--- config.mk ---
export PLATFORM = sky130hd
export DESIGN_NAME = crc16_receiver
export DESIGN_NICKNAME = d
export VERILOG_FILES = /design/src/rtl/crc16_receiver.sv
export SDC_FILE = /design/constraint.sdc
export NUM_CORES = 1
export LEC_CHECK = 0
export ABC_AREA = 0
export CAP_MARGIN = 20
export CORE_AREA = 5 5 120 122
export CTS_CLUSTER_DIAMETER = 120
export CTS_CLUSTER_SIZE = 24
export DETAILED_ROUTE_END_ITERATION = 10
export DIE_AREA = 0 0 125 127
export PLACE_DENSITY = 0.55
export RECOVER_POWER = 50
export SLEW_MARGIN = 20
export SYNTH_ARGS = -nofsm -noshare
export SYNTH_HDL_FRONTEND = slang
export SYNTH_SLANG_ARGS = --single-unit
--- constraint.sdc ---
create_clock -name clk -period 2.4 [get_ports clk]
set_input_delay 0.48 -clock clk [delete_from_list [all_inputs] [get_ports clk]]
set_output_delay 0.48 -clock clk [all_outputs]
set_load 0.005 [all_outputs]
--- src/rtl/crc16_receiver.sv ---
// CRC-16 receiver: accepts a 39-bit {message, crc} codeword and divides it bit-serially, MSB first.
// Define CRC16_RX_ERR_COUNT_EN to add a saturating err_count output for bad words handed off.
module crc16_receiver #(
    parameter logic [15:0] POLY = 16'h8005
) (
    input  logic        clk,
    input  logic        rst_n,
    input  logic        in_valid,
    output logic        in_ready,
    input  logic [38:0] codeword,
    output logic        out_valid,
    input  logic        out_ready,
    output logic [22:0] message,
    output logic [15:0] syndrome,
    output logic        crc_ok,
`ifdef CRC16_RX_ERR_COUNT_EN
    output logic [7:0]  err_count,
`endif
    output logic [1:0]  dbg_state_o
);

    // Handshakes: a transfer happens on a rising edge where valid and ready are both 1;
    // the producer holds its data stable until that edge, and ready never depends on valid.
    typedef enum logic [1:0] {
        IDLE  = 2'd0,
        SHIFT = 2'd1,
        DONE  = 2'd2
    } state_e;

    state_e      state_q, state_d;
    logic [38:0] shreg_q, shreg_d;
    logic [15:0] lfsr_q, lfsr_d;
    logic [5:0]  cnt_q, cnt_d;
    logic [22:0] msg_q, msg_d;
    logic        ok_q, ok_d;

    always_ff @(posedge clk or negedge rst_n) begin
        if (!rst_n) begin
            state_q <= IDLE;
            shreg_q <= '0;
            lfsr_q  <= '0;
            cnt_q   <= '0;
            msg_q   <= '0;
            ok_q    <= 1'b0;
        end else begin
            state_q <= state_d;
            shreg_q <= shreg_d;
            lfsr_q  <= lfsr_d;
            cnt_q   <= cnt_d;
            msg_q   <= msg_d;
            ok_q    <= ok_d;
        end
    end

    always_comb begin
        state_d   = state_q;
        shreg_d   = shreg_q;
        lfsr_d    = lfsr_q;
        cnt_d     = cnt_q;
        msg_d     = msg_q;
        ok_d      = ok_q;
        in_ready  = 1'b0;
        out_valid = 1'b0;
        case (state_q)
            IDLE: begin
                in_ready = 1'b1;
                if (in_valid) begin
                    shreg_d = codeword;
                    lfsr_d  = '0;
                    cnt_d   = 6'd38;
                    msg_d   = codeword[38:16];
                    ok_d    = 1'b0;
                    state_d = SHIFT;
                end
            end
            SHIFT: begin
                // Plain division (no augmentation): the remainder is codeword mod g(x).
                lfsr_d  = {lfsr_q[14:0], shreg_q[38]} ^ (lfsr_q[15] ? POLY : 16'h0000);
                shreg_d = {shreg_q[37:0], 1'b0};
                if (cnt_q == 6'd0) begin
                    cnt_d   = 6'd0;
                    ok_d    = (lfsr_d == 16'h0000);
                    state_d = DONE;
                end else begin
                    cnt_d = cnt_q - 6'd1;
                end
            end
            DONE: begin
                out_valid = 1'b1;
                if (out_ready) state_d = IDLE;
            end
            default: state_d = IDLE;
        endcase
    end

    assign message     = msg_q;
    assign syndrome    = lfsr_q;
    assign crc_ok      = ok_q;
    assign dbg_state_o = state_q;

`ifdef CRC16_RX_ERR_COUNT_EN
    logic [7:0] err_q;

    always_ff @(posedge clk or negedge rst_n) begin
        if (!rst_n) begin
            err_q <= '0;
        end else if (state_q == DONE && out_ready && !ok_q && err_q != 8'hFF) begin
            err_q <= err_q + 8'd1;
        end
    end

    assign err_count = err_q;
`endif

endmodule

==> impl_results.md, run 1 <==
- Layout net count: 538
- # port buffers: 86
- Vias in the first global route: 3211
- Most common flop cell mapped by yosys: sky130_fd_sc_hd__dfrtp_1
- Most used cells in the layout excluding fill and tap cells: sky130_fd_sc_hd__nand2_1 (181), sky130_fd_sc_hd__dfrtp_1 (87), sky130_fd_sc_hd__clkdlybuf4s50_1 (85)
- Met2 wire length: 4266 um
- Number of enable flip-flop cells after synthesis: 0
- Number of fillers in the final layout: 1304
- Arrival time at the worst endpoint: 1.63 ns
- Total clock sinks: 87
- Largest net degree at the start of global routing: 64
- # diodes: 0
- Number of unique standard cell types used by synthesis: 34
- Synth Warn #: 0
- Synthesized instance count: 415
- Count of cells resized by post-cts repair: 0
- Fraction of synthesis flops using an asynchronous set or reset pin: 100.0%
- Synthesized area per cell: 8.945 um2
- Post-route worst setup slack: 0.2911 ns
- Global-route wire length before repair: 16250 um
- Number of iterations in the first detailed-routing pass: 5
- Type of element capturing the critical path: primary output
- Most frequent standard cell in the layout excluding fill and tap cells: sky130_fd_sc_hd__nand2_1
- Largest clock skew in the final design: 0.008534 ns
- Sequential cell fraction of total power: 40.6%
- Grt ovf: 0
- Switching part of the total: 33.99%
- Synthesis-stage register bit count: 87
- Average detailed-routed wire length per instance: 14.01 um
- Leak Pwr: 2.344 nW
- Starting Density: 28.37%
- Routed length on met3: 387 um
- P_int: 4.233 mW
- Antenna-violating nets left: 0
- Area occupied by multi-input gates: 0.001419 mm2
- Setup TNS: 0 ns
- Detailed placement HPWL: 6296 um
- Power spent charging and discharging nets: 2.180 mW
- Tot Pwr: 6.413 mW
- Startpoint class of the critical path: flip-flop
- Failing checks: max-capacitance violations, max-slew violations
- Path category of the worst min-delay check: flip-flop to flip-flop
- Die width: 125 um
- Area enclosed by the die boundary: 0.01588 mm2
- Standard-cell rows: 42
- Setup fix buffers added after clock tree synthesis: 0
- Result of the run: finished, violations left
- Maximum Capacitance Violations: 1
- Maximum root-to-sink buffer count: 2
- Routed metal-1 wire length: 4732 um
- Global placer's final weighted congestion: 0.7799
- Register area: 0.002177 mm2
- CTS Buf Count: 9
- Data required, critical path: 1.92 ns
- Overall die height: 127 um
- Worst Setup Path Type: flip-flop to primary output
- Number of violations reported at the end of detailed-routing iteration 0: 291
- Top routing layer in use: met4
- Clk Latency, worst-skew pair: 0.33 ns
- Cell area after synthesis: 0.003712 mm2
- Drt drc: 0
- Area leader, netlist: sky130_fd_sc_hd__dfrtp_1
- GRT Util Overall: 12.36%
- Cell at the root of the clock tree: sky130_fd_sc_hd__clkbuf_16
- Fin crit period: 2.109 ns
- Top cells by area in the synthesized netlist: sky130_fd_sc_hd__dfrtp_1 (59%), sky130_fd_sc_hd__nand2_1 (18%), sky130_fd_sc_hd__a22oi_1 (4.4%)
- H-tree depth: 3
- Achievable clock frequency: 474.2 MHz
- Clock slew seen by the registers of the worst setup and hold paths: 0.06 ns
- Relative contribution of combinational cells to total power: 35.5%
- Drt total wl: 9445 um
- CTS tree: done
- Setup slack at placement: 0.2442 ns
- Antenna violations before repair: 0
- Share of Yosys cell area claimed by the top area cell type: 58.65%
- Signed area change from the synthesized netlist to the final layout: 37.01%
- Worst slew margin relative to its limit: -34.45%
- Hold bufs inserted after CTS: 0
- Highest net fanout along the worst path: 9
- Areal power density over the cells: 1261 mW/mm2
- Post-synth net total: 460
- Sequential share of the synthesized area: 58.65%
- Final Max Tran Viols: 36
- Unrepaired setup endpoints after global routing: no
- Placeable core region: 0.01309 mm2
- Final critical-path share of the clock period: 87.87%
- Layout cell share with drive strength beyond 1: 5.823%
- Clock network fraction of total power: 23.9%
- Via count: 3129
- Actual transition at the worst max-transition pin: 2.017 ns
- Final setup fails: 0
- Hold violation total from the final report: 0
- Number of top-level design ports: 87
- Worst vdd ir: 383.9 uV
- Vias per std cell: 4.642
[layout make-up]
cell class	count	area share (%)
clock buffer	10	4.699
sequential	87	42.80
tap	176	4.330
multi-input combinational	297	27.90
inverter	3	0.2214
clock inverter	6	1.796
timing repair buffer	95	18.25
[metal layers]
metal,vias to the layer above,global-route usage (%)
li1,1536,-
met1,1516,16.86
met2,73,18.98
met3,4,3.631
met4,0,4.082
met5,-,0
[worst max-delay path, cell delays in order (launching register included)]
cell,delay (ns)
sky130_fd_sc_hd__dfrtp_1,0.49
sky130_fd_sc_hd__nor2b_1,0.25
sky130_fd_sc_hd__clkdlybuf4s50_1,0.55
[cells in the mapped netlist, types with 2 or more instances]
cell type / instances
sky130_fd_sc_hd__dfrtp_1: 87
sky130_fd_sc_hd__a31oi_1: 15
sky130_fd_sc_hd__clkbuf_1: 18
sky130_fd_sc_hd__a22oi_1: 22
sky130_fd_sc_hd__xnor2_1: 3
sky130_fd_sc_hd__inv_1: 3
sky130_fd_sc_hd__o21ai_0: 9
sky130_fd_sc_hd__o31ai_1: 2
sky130_fd_sc_hd__nand3_1: 17
sky130_fd_sc_hd__buf_2: 8
sky130_fd_sc_hd__ha_1: 2
sky130_fd_sc_hd__nor2_1: 18
sky130_fd_sc_hd__nand4_1: 2
sky130_fd_sc_hd__nor4_1: 3
sky130_fd_sc_hd__nand2b_1: 2
sky130_fd_sc_hd__nor2b_1: 2
sky130_fd_sc_hd__or4_1: 3
sky130_fd_sc_hd__nor3b_1: 3
sky130_fd_sc_hd__nand2_1: 181
[path summary, 6_finish.rpt]
check                               endpoint  slack, ns  cells past startpoint           start
min in group asynchronous        syndrome[3]       0.72                      1           rst_n
worst min-delay path             shreg_q[37]       0.47                      2     shreg_q[37]
worst max-delay path               out_valid       0.29                      2  dbg_state_o[1]
worst min register to register   shreg_q[37]       0.47                      2     shreg_q[37]
worst max register to register  syndrome[15]       0.31                      4  dbg_state_o[0]
max in group asynchronous        shreg_q[10]       0.52                      1           rst_n
[per-stage QoR]
stage,hold WS (ns),instances,instance area (um2),util (%)
5_1_grt,0.4900,674,5086,38.87
6_report,0.4686,674,5086,38.87
3_3_place_gp,0.4500,658,4786,36.57
4_1_cts,0.1055,674,5116,39.10
3_5_place_dp,0.4560,658,4786,36.57
2_1_floorplan,0.1844,415,3712,-
[kinds of logic after synthesis]
kind of cell             Yosys count  synth area share (%)
flip-flops                        87                 58.65
AND/OR/NAND/NOR                  234                 25.68
buffers and inverters             31                 3.437
AO/OA/AOI/OAI                     58                 10.85
XOR/XNOR                           3                0.7079
adder cells (fa/ha/maj)            2                0.6740
[power by group through the flow]
stage | clock, mW | sequential, mW | combinational [mW]
global route | 1.65 | 2.70 | 2.61
finish | 1.53 | 2.61 | 2.28
CTS | 1.59 | 2.61 | 2.35
detailed placement | 0 | 2.61 | 2.35
floorplan | 0 | 2.53 | 1.30
global placement | 0 | 2.62 | 2.28
[sequential cells by signal (all words and copies together), names as in the netlist]
register     count
cnt_q            6
crc_ok           1
dbg_state_o      2
message         23
shreg_q         39
syndrome        16
(Power assumes the default switching activity.)
==> run 2: changes to the inputs <==
--- a/config.mk
+++ b/config.mk
@@ -12,8 +12,10 @@
 export CTS_CLUSTER_SIZE = 24
 export DETAILED_ROUTE_END_ITERATION = 10
 export DIE_AREA = 0 0 125 127
+export HOLD_SLACK_MARGIN = 0.03
 export PLACE_DENSITY = 0.55
 export RECOVER_POWER = 50
+export REMOVE_ABC_BUFFERS = 1
 export SLEW_MARGIN = 20
 export SYNTH_ARGS = -nofsm -noshare
 export SYNTH_HDL_FRONTEND = slang
==> run 2 against run 1 <==
Net effect: the flow now finishes without violations; final area about the same; setup slack improved by 0.067 ns; via count decreased by 1.7%; cell count decreased by 0.15%; sequential cell count unchanged; combinational power about the same; routed wire length decreased by 3.8%; count of clock-buffer cells in the layout increased by 4; sequential power about the same; critical path depth unchanged; sequential share of layout area about the same.
==> impl_results.md, run 2 (synthesized netlist as in run 1, its figures left out) <==
- Result of the run: finished clean (was finished, violations left)
- H-tree depth: 3 (unchanged)
- Data required, critical path: 1.92 ns (about the same)
- Cell at the root of the clock tree: sky130_fd_sc_hd__clkbuf_16 (unchanged)
- Register with the most flip-flops: shreg_q (unchanged)
- Worst setup path startpoint: dbg_state_o[1] (unchanged)
- Maximum Capacitance Violations: 0 (was 1)
- Antenna violations before repair: 0 (unchanged)
- Worst r2r src: dbg_state_o[0] (unchanged)
- Worst slew margin relative to its limit: 34.36% (was -34.45%)
- Crit path max-delay cell type: sky130_fd_sc_hd__clkdlybuf4s50_1 (unchanged)
- Final Max Tran Viols: 0 (was 36)
- Total clock sinks: 87 (unchanged)
- Hold violation total from the final report: 0 (unchanged)
- Overall die height: 127 um (unchanged)
- Fin crit period: 2.042 ns (was 2.109 ns)
- Areal power density over the cells: 1245 mW/mm2 (was 1261 mW/mm2)
- Post-route non-filler standard cell count: 673 (was 674)
- Arrival time at the worst endpoint: 1.56 ns (was 1.63 ns)
- Count of cells resized by post-cts repair: 0 (unchanged)
- Worst hold slack across all endpoints: 0.2891 ns (was 0.4686 ns)
- Maximum root-to-sink buffer count: 2 (unchanged)
- Ordered cell list for the critical path: nor2b_1 > clkdlybuf4s50_1 (unchanged)
- Highest net fanout along the worst path: 9 (unchanged)
- Post-route worst setup slack: 0.3580 ns (was 0.2911 ns)
- Number of fillers in the final layout: 1291 (was 1304)
- Vias per std cell: 4.572 (was 4.642)
- Global-route wire length before repair: 15140 um (was 16250 um)
- Grt ovf: 0 (unchanged)
- Placeable core region: 0.01309 mm2 (unchanged)
- Slowest Stage Delay on Critical Path: 0.53 ns (was 0.55 ns)
- Most frequent standard cell in the layout excluding fill and tap cells: sky130_fd_sc_hd__nand2_1 (unchanged)
- GRT Util Overall: 11.67% (was 12.36%)
- Worst Setup Path Type: flip-flop to primary output (unchanged)
- Buffers and inverters on the worst path: 1 (unchanged)
- Die width: 125 um (unchanged)
- Clk Latency, worst-skew pair: 0.34 ns (was 0.33 ns)
- Tot Pwr: 6.339 mW (was 6.413 mW)
- Largest net degree at the start of global routing: 64 (unchanged)
- Startpoint class of the critical path: flip-flop (unchanged)
- Number of top-level design ports: 87 (unchanged)
- # port buffers: 86 (unchanged)
- Drt drc: 0 (unchanged)
- Layout cell share with drive strength beyond 1: 5.634% (was 5.823%)
- Summed area of non-filler cells in the final layout: 0.005090 mm2 (was 0.005086 mm2)
- Standard-cell rows: 42 (unchanged)
- Max reg flops: 39 (unchanged)
- Largest clock skew in the final design: 0.008400 ns (was 0.008534 ns)
- Setup fix buffers added after clock tree synthesis: 0 (unchanged)
- Final setup fails: 0 (unchanged)
- Drt total wl: 9090 um (was 9445 um)
- Global placer's final weighted congestion: 0.7546 (was 0.7799)
- Category of cells accounting for the largest share of critical-path delay: buffers and inverters (unchanged)
- Signed area change from the synthesized netlist to the final layout: 37.11% (was 37.01%)
- Clock slew seen by the registers of the worst setup and hold paths: 0.07 ns (was 0.06 ns)
- Vias in the first global route: 2969 (was 3211)
- Achievable clock frequency: 489.7 MHz (was 474.2 MHz)
- Starting Density: 28.37% (unchanged)
- Actual transition at the worst max-transition pin: 0.9846 ns (was 2.017 ns)
- Placed Instance Area: 0.004803 mm2 (was 0.004786 mm2)
- Most used cells in the layout excluding fill and tap cells: sky130_fd_sc_hd__nand2_1 (181), sky130_fd_sc_hd__dfrtp_1 (87), sky130_fd_sc_hd__clkdlybuf4s50_1 (84) (was sky130_fd_sc_hd__nand2_1 (181), sky130_fd_sc_hd__dfrtp_1 (87), sky130_fd_sc_hd__clkdlybuf4s50_1 (85))
- Antenna-violating nets left: 0 (unchanged)
- Leak Pwr: 2.345 nW (was 2.344 nW)
- Area enclosed by the die boundary: 0.01588 mm2 (unchanged)
- Detailed placement HPWL: 6048 um (was 6296 um)
- # diodes: 0 (unchanged)
- CTS Buf Count: 9 (unchanged)
- Setup slack at placement: 0.2404 ns (was 0.2442 ns)
- Number of iterations in the first detailed-routing pass: 4 (was 5)
- CTS tree: done (unchanged)
- Hold bufs inserted after CTS: 0 (unchanged)
- Via count: 3077 (was 3129)
- Layout net count: 537 (was 538)
- Worst vdd ir: 402.1 uV (was 383.9 uV)
- Type of element capturing the critical path: primary output (unchanged)
- Final critical-path share of the clock period: 85.08% (was 87.87%)
- Unrepaired setup endpoints after global routing: no (unchanged)
- Placed cell count: 657 (was 658)
- Number of violations reported at the end of detailed-routing iteration 0: 183 (was 291)
- Average detailed-routed wire length per instance: 13.51 um (was 14.01 um)
- Path category of the worst min-delay check: input pin to async pin (was flip-flop to flip-flop)
run 2: final cells by class:
class                           count  area [um2]  area share, %
Clock buffer                       14       274.0          5.383
Timing Repair Buffer               94       953.4          18.73
Tap cell                          176       220.2          4.326
Sequential cell                    87        2177          42.77
Multi-Input combinational cell    297        1416          27.83
Inverter                            3       11.26         0.2212
Clock inverter                      2       37.54         0.7375
run 2: worst paths after layout:
path	cells past startpoint	slack, ns	to
max	2	0.36	out_valid
min	1	0.29	shreg_q[8]
max reg2reg	3	0.50	cnt_q[4]
min reg2reg	2	0.47	shreg_q[31]
max in group asynchronous	2	1.30	message[16]
min in group clk	2	0.47	shreg_q[31]
run 2: through the flow:
| stage | util, % | TNS [ns] |
|---|---|---|
| 6_report | 38.90 | 0 |
| 5_1_grt | 38.90 | 0 |
| 4_1_cts | 39.09 | 0 |
| 3_5_place_dp | 36.71 | 0 |
| 3_3_place_gp | 36.71 | 0 |
| 2_1_floorplan | - | -117.51 |
run 2: power by group:
group	internal [mW]	switching, mW
registers	2.12	0.469
clock network	0.893	0.559
logic	1.19	1.10
total	4.21	2.13
run 2: routing by layer:
metal	GRT usage [%]	vias up	routed length, um
met5	0	-	0
met4	5.548	0	177
met3	3.255	10	468
met2	17.46	80	4132
met1	15.69	1457	4312
li1	-	1530	-
==> run 3: changes to the inputs <==
--- a/config.mk
+++ b/config.mk
@@ -7,13 +7,13 @@
 export LEC_CHECK = 0
 export ABC_AREA = 0
 export CAP_MARGIN = 20
-export CORE_AREA = 5 5 120 122
+export CORE_AREA = 5 5 97 99
 export CTS_CLUSTER_DIAMETER = 120
 export CTS_CLUSTER_SIZE = 24
 export DETAILED_ROUTE_END_ITERATION = 10
-export DIE_AREA = 0 0 125 127
+export DIE_AREA = 0 0 102 104
 export HOLD_SLACK_MARGIN = 0.03
-export PLACE_DENSITY = 0.55
+export PLACE_DENSITY = 0.77
 export RECOVER_POWER = 50
 export REMOVE_ABC_BUFFERS = 1
 export SLEW_MARGIN = 20
==> run 3 against run 2 <==
Net effect: global-route usage grew 5.2 points; cell count shrank 11%; maximum frequency shrank 4.4%; routed wire length shrank 5.9%; setup slack lost 0.094 ns; clock skew grew 0.0017 ns; critical path type is now input pin to flip-flop; largest cell class unchanged.
==> impl_results.md, run 3 (synthesized netlist as in run 1, its figures left out) <==
- Result of the run: finished clean (unchanged)
- Setup fix buffers added after clock tree synthesis: 0 (unchanged)
- # diodes: 0 (unchanged)
- Routed length on met3: 459 um (was 468 um)
- Vias per std cell: 5.256 (was 4.572)
- Cell at the root of the clock tree: sky130_fd_sc_hd__clkbuf_8 (was sky130_fd_sc_hd__clkbuf_16)
- Arrival time at the worst endpoint: 2.39 ns (was 1.56 ns)
- Worst Setup Path Type: input pin to flip-flop (was flip-flop to primary output)
- Global-route wire length before repair: 14680 um (was 15140 um)
- Unrepaired setup endpoints after global routing: no (unchanged)
- Die width: 102 um (was 125 um)
- Leak Pwr: 2.285 nW (was 2.345 nW)
- Count of cells resized by post-cts repair: 0 (unchanged)
- Hold bufs inserted after CTS: 0 (unchanged)
- Average detailed-routed wire length per instance: 14.21 um (was 13.51 um)
- Global placer's final weighted congestion: 0.7596 (was 0.7546)
- Type of element capturing the critical path: flip-flop (was primary output)
- Setup slack at placement: 0.2382 ns (was 0.2404 ns)
- Data required, critical path: 2.66 ns (was 1.92 ns)
- Met2 wire length: 4207 um (was 4132 um)
- Achievable clock frequency: 468.2 MHz (was 489.7 MHz)
- Antenna-violating nets left: 0 (unchanged)
- CTS tree: done (unchanged)
- Number of top-level design ports: 87 (unchanged)
- Drt total wl: 8555 um (was 9090 um)
- H-tree depth: 3 (unchanged)
- Top routing layer in use: met4 (unchanged)
- Number of fillers in the final layout: 752 (was 1291)
- Highest net fanout along the worst path: 63 (was 9)
- Vias in the first global route: 3108 (was 2969)
- Tot Pwr: 5.945 mW (was 6.339 mW)
- Grt ovf: 0 (unchanged)
- Maximum Capacitance Violations: 0 (unchanged)
- Routed metal-1 wire length: 3833 um (was 4312 um)
- Fin crit period: 2.136 ns (was 2.042 ns)
- Total clock sinks: 87 (unchanged)
- Worst hold slack across all endpoints: 0.3336 ns (was 0.2891 ns)
- Via count: 3164 (was 3077)
- Startpoint class of the critical path: input pin (was flip-flop)
- Most frequent standard cell in the layout excluding fill and tap cells: sky130_fd_sc_hd__nand2_1 (unchanged)
- Most used cells in the layout excluding fill and tap cells: sky130_fd_sc_hd__nand2_1 (181), sky130_fd_sc_hd__dfrtp_1 (87), sky130_fd_sc_hd__clkdlybuf4s50_1 (85) (was sky130_fd_sc_hd__nand2_1 (181), sky130_fd_sc_hd__dfrtp_1 (87), sky130_fd_sc_hd__clkdlybuf4s50_1 (84))
- Layout net count: 536 (was 537)
- Post-route worst setup slack: 0.2640 ns (was 0.3580 ns)
- Final critical-path share of the clock period: 89.00% (was 85.08%)
- Final design utilization: 57.60% (was 38.90%)
- Drt drc: 0 (unchanged)
- Largest net degree at the start of global routing: 64 (unchanged)
- Detailed placement HPWL: 5834 um (was 6048 um)
- Number of iterations in the first detailed-routing pass: 8 (was 4)
- Clock slew seen by the registers of the worst setup and hold paths: 0.08 ns (was 0.07 ns)
- Number of violations reported at the end of detailed-routing iteration 0: 156 (was 183)
- Areal power density over the cells: 1219 mW/mm2 (was 1245 mW/mm2)
- Ordered cell list for the critical path: clkdlybuf4s50_1 > nor3b_2 > buf_2 > nand2_1 > a31oi_1 (was nor2b_1 > clkdlybuf4s50_1)
- Actual transition at the worst max-transition pin: 1.143 ns (was 0.9846 ns)
- Final Max Tran Viols: 0 (unchanged)
- Summed area of non-filler cells in the final layout: 0.004876 mm2 (was 0.005090 mm2)
- Clk Latency, worst-skew pair: 0.34 ns (about the same)
- CTS Buf Count: 9 (unchanged)
- GRT Util Overall: 16.85% (was 11.67%)
- Standard-cell rows: 34 (was 42)
- Worst slew margin relative to its limit: 23.79% (was 34.36%)
- Starting Density: 43.85% (was 28.37%)
- Crit path max-delay cell type: sky130_fd_sc_hd__buf_2 (was sky130_fd_sc_hd__clkdlybuf4s50_1)
- Area enclosed by the die boundary: 0.01061 mm2 (was 0.01588 mm2)
- Path category of the worst min-delay check: input pin to async pin (unchanged)
- Largest clock skew in the final design: 0.01008 ns (was 0.008400 ns)
- Layout cell share with drive strength beyond 1: 5.466% (was 5.634%)
- Max reg flops: 39 (unchanged)
- Placeable core region: 0.008466 mm2 (was 0.01309 mm2)
- Maximum root-to-sink buffer count: 2 (unchanged)
- Final setup fails: 0 (unchanged)
- Register with the most flip-flops: shreg_q (unchanged)
- Hold violation total from the final report: 0 (unchanged)
- Overall die height: 104 um (was 127 um)
- Worst vdd ir: 462.6 uV (was 402.1 uV)
- Signed area change from the synthesized netlist to the final layout: 31.34% (was 37.11%)
- # port buffers: 86 (unchanged)
- Slowest Stage Delay on Critical Path: 0.86 ns (was 0.53 ns)
- Placed Instance Area: 0.004698 mm2 (was 0.004803 mm2)
- Antenna violations before repair: 0 (unchanged)
run 3: per-layer routing:
metal	vias to the layer above	GRT usage, %
met2	87	26.93
li1	1523	-
met3	15	4.158
met1	1539	22.76
met4	0	4.592
met5	-	0
run 3: where the power goes:
part           internal, mW  switching [mW]  total, mW
sequential             2.12           0.482       2.60
clock                 0.574           0.487       1.06
combinational          1.18            1.11       2.28
total                  3.87            2.07       5.94
run 3: worst paths after layout:
path / startpoint / end / slack, ns / cells past startpoint
min in group clk: shreg_q[27] / shreg_q[27] / 0.47 / 2
max in group asynchronous: rst_n / message[10] / 1.28 / 2
min reg2reg: shreg_q[27] / shreg_q[27] / 0.47 / 2
max reg2reg: dbg_state_o[1] / shreg_q[12] / 0.40 / 4
min: rst_n / shreg_q[11] / 0.33 / 1
max: in_valid / shreg_q[12] / 0.26 / 5
run 3: final cells by class:
class,instances,area [um2],area share (%)
Timing Repair Buffer,93,930.9,19.09
Sequential cell,87,2177,44.65
Multi-Input combinational cell,297,1421,29.15
Tap cell,108,135.1,2.771
Inverter,3,11.26,0.2309
Clock buffer,10,127.6,2.617
Clock inverter,4,72.57,1.488
run 3: per-stage QoR:
stage / instances / setup TNS [ns]
6_report: 602 / 0
5_1_grt: 602 / 0
4_1_cts: 602 / 0
3_5_place_dp: 588 / 0
3_3_place_gp: 588 / 0
2_1_floorplan: 387 / -117.51
run 3: critical path: cells and delay by family:
| kind | cells | cell delay (ns) |
|---|---|---|
| AO/OA/AOI/OAI | 1 | 0.22 |
| buffers and inverters | 2 | 1.37 |
| AND/OR/NAND/NOR | 2 | 0.30 |
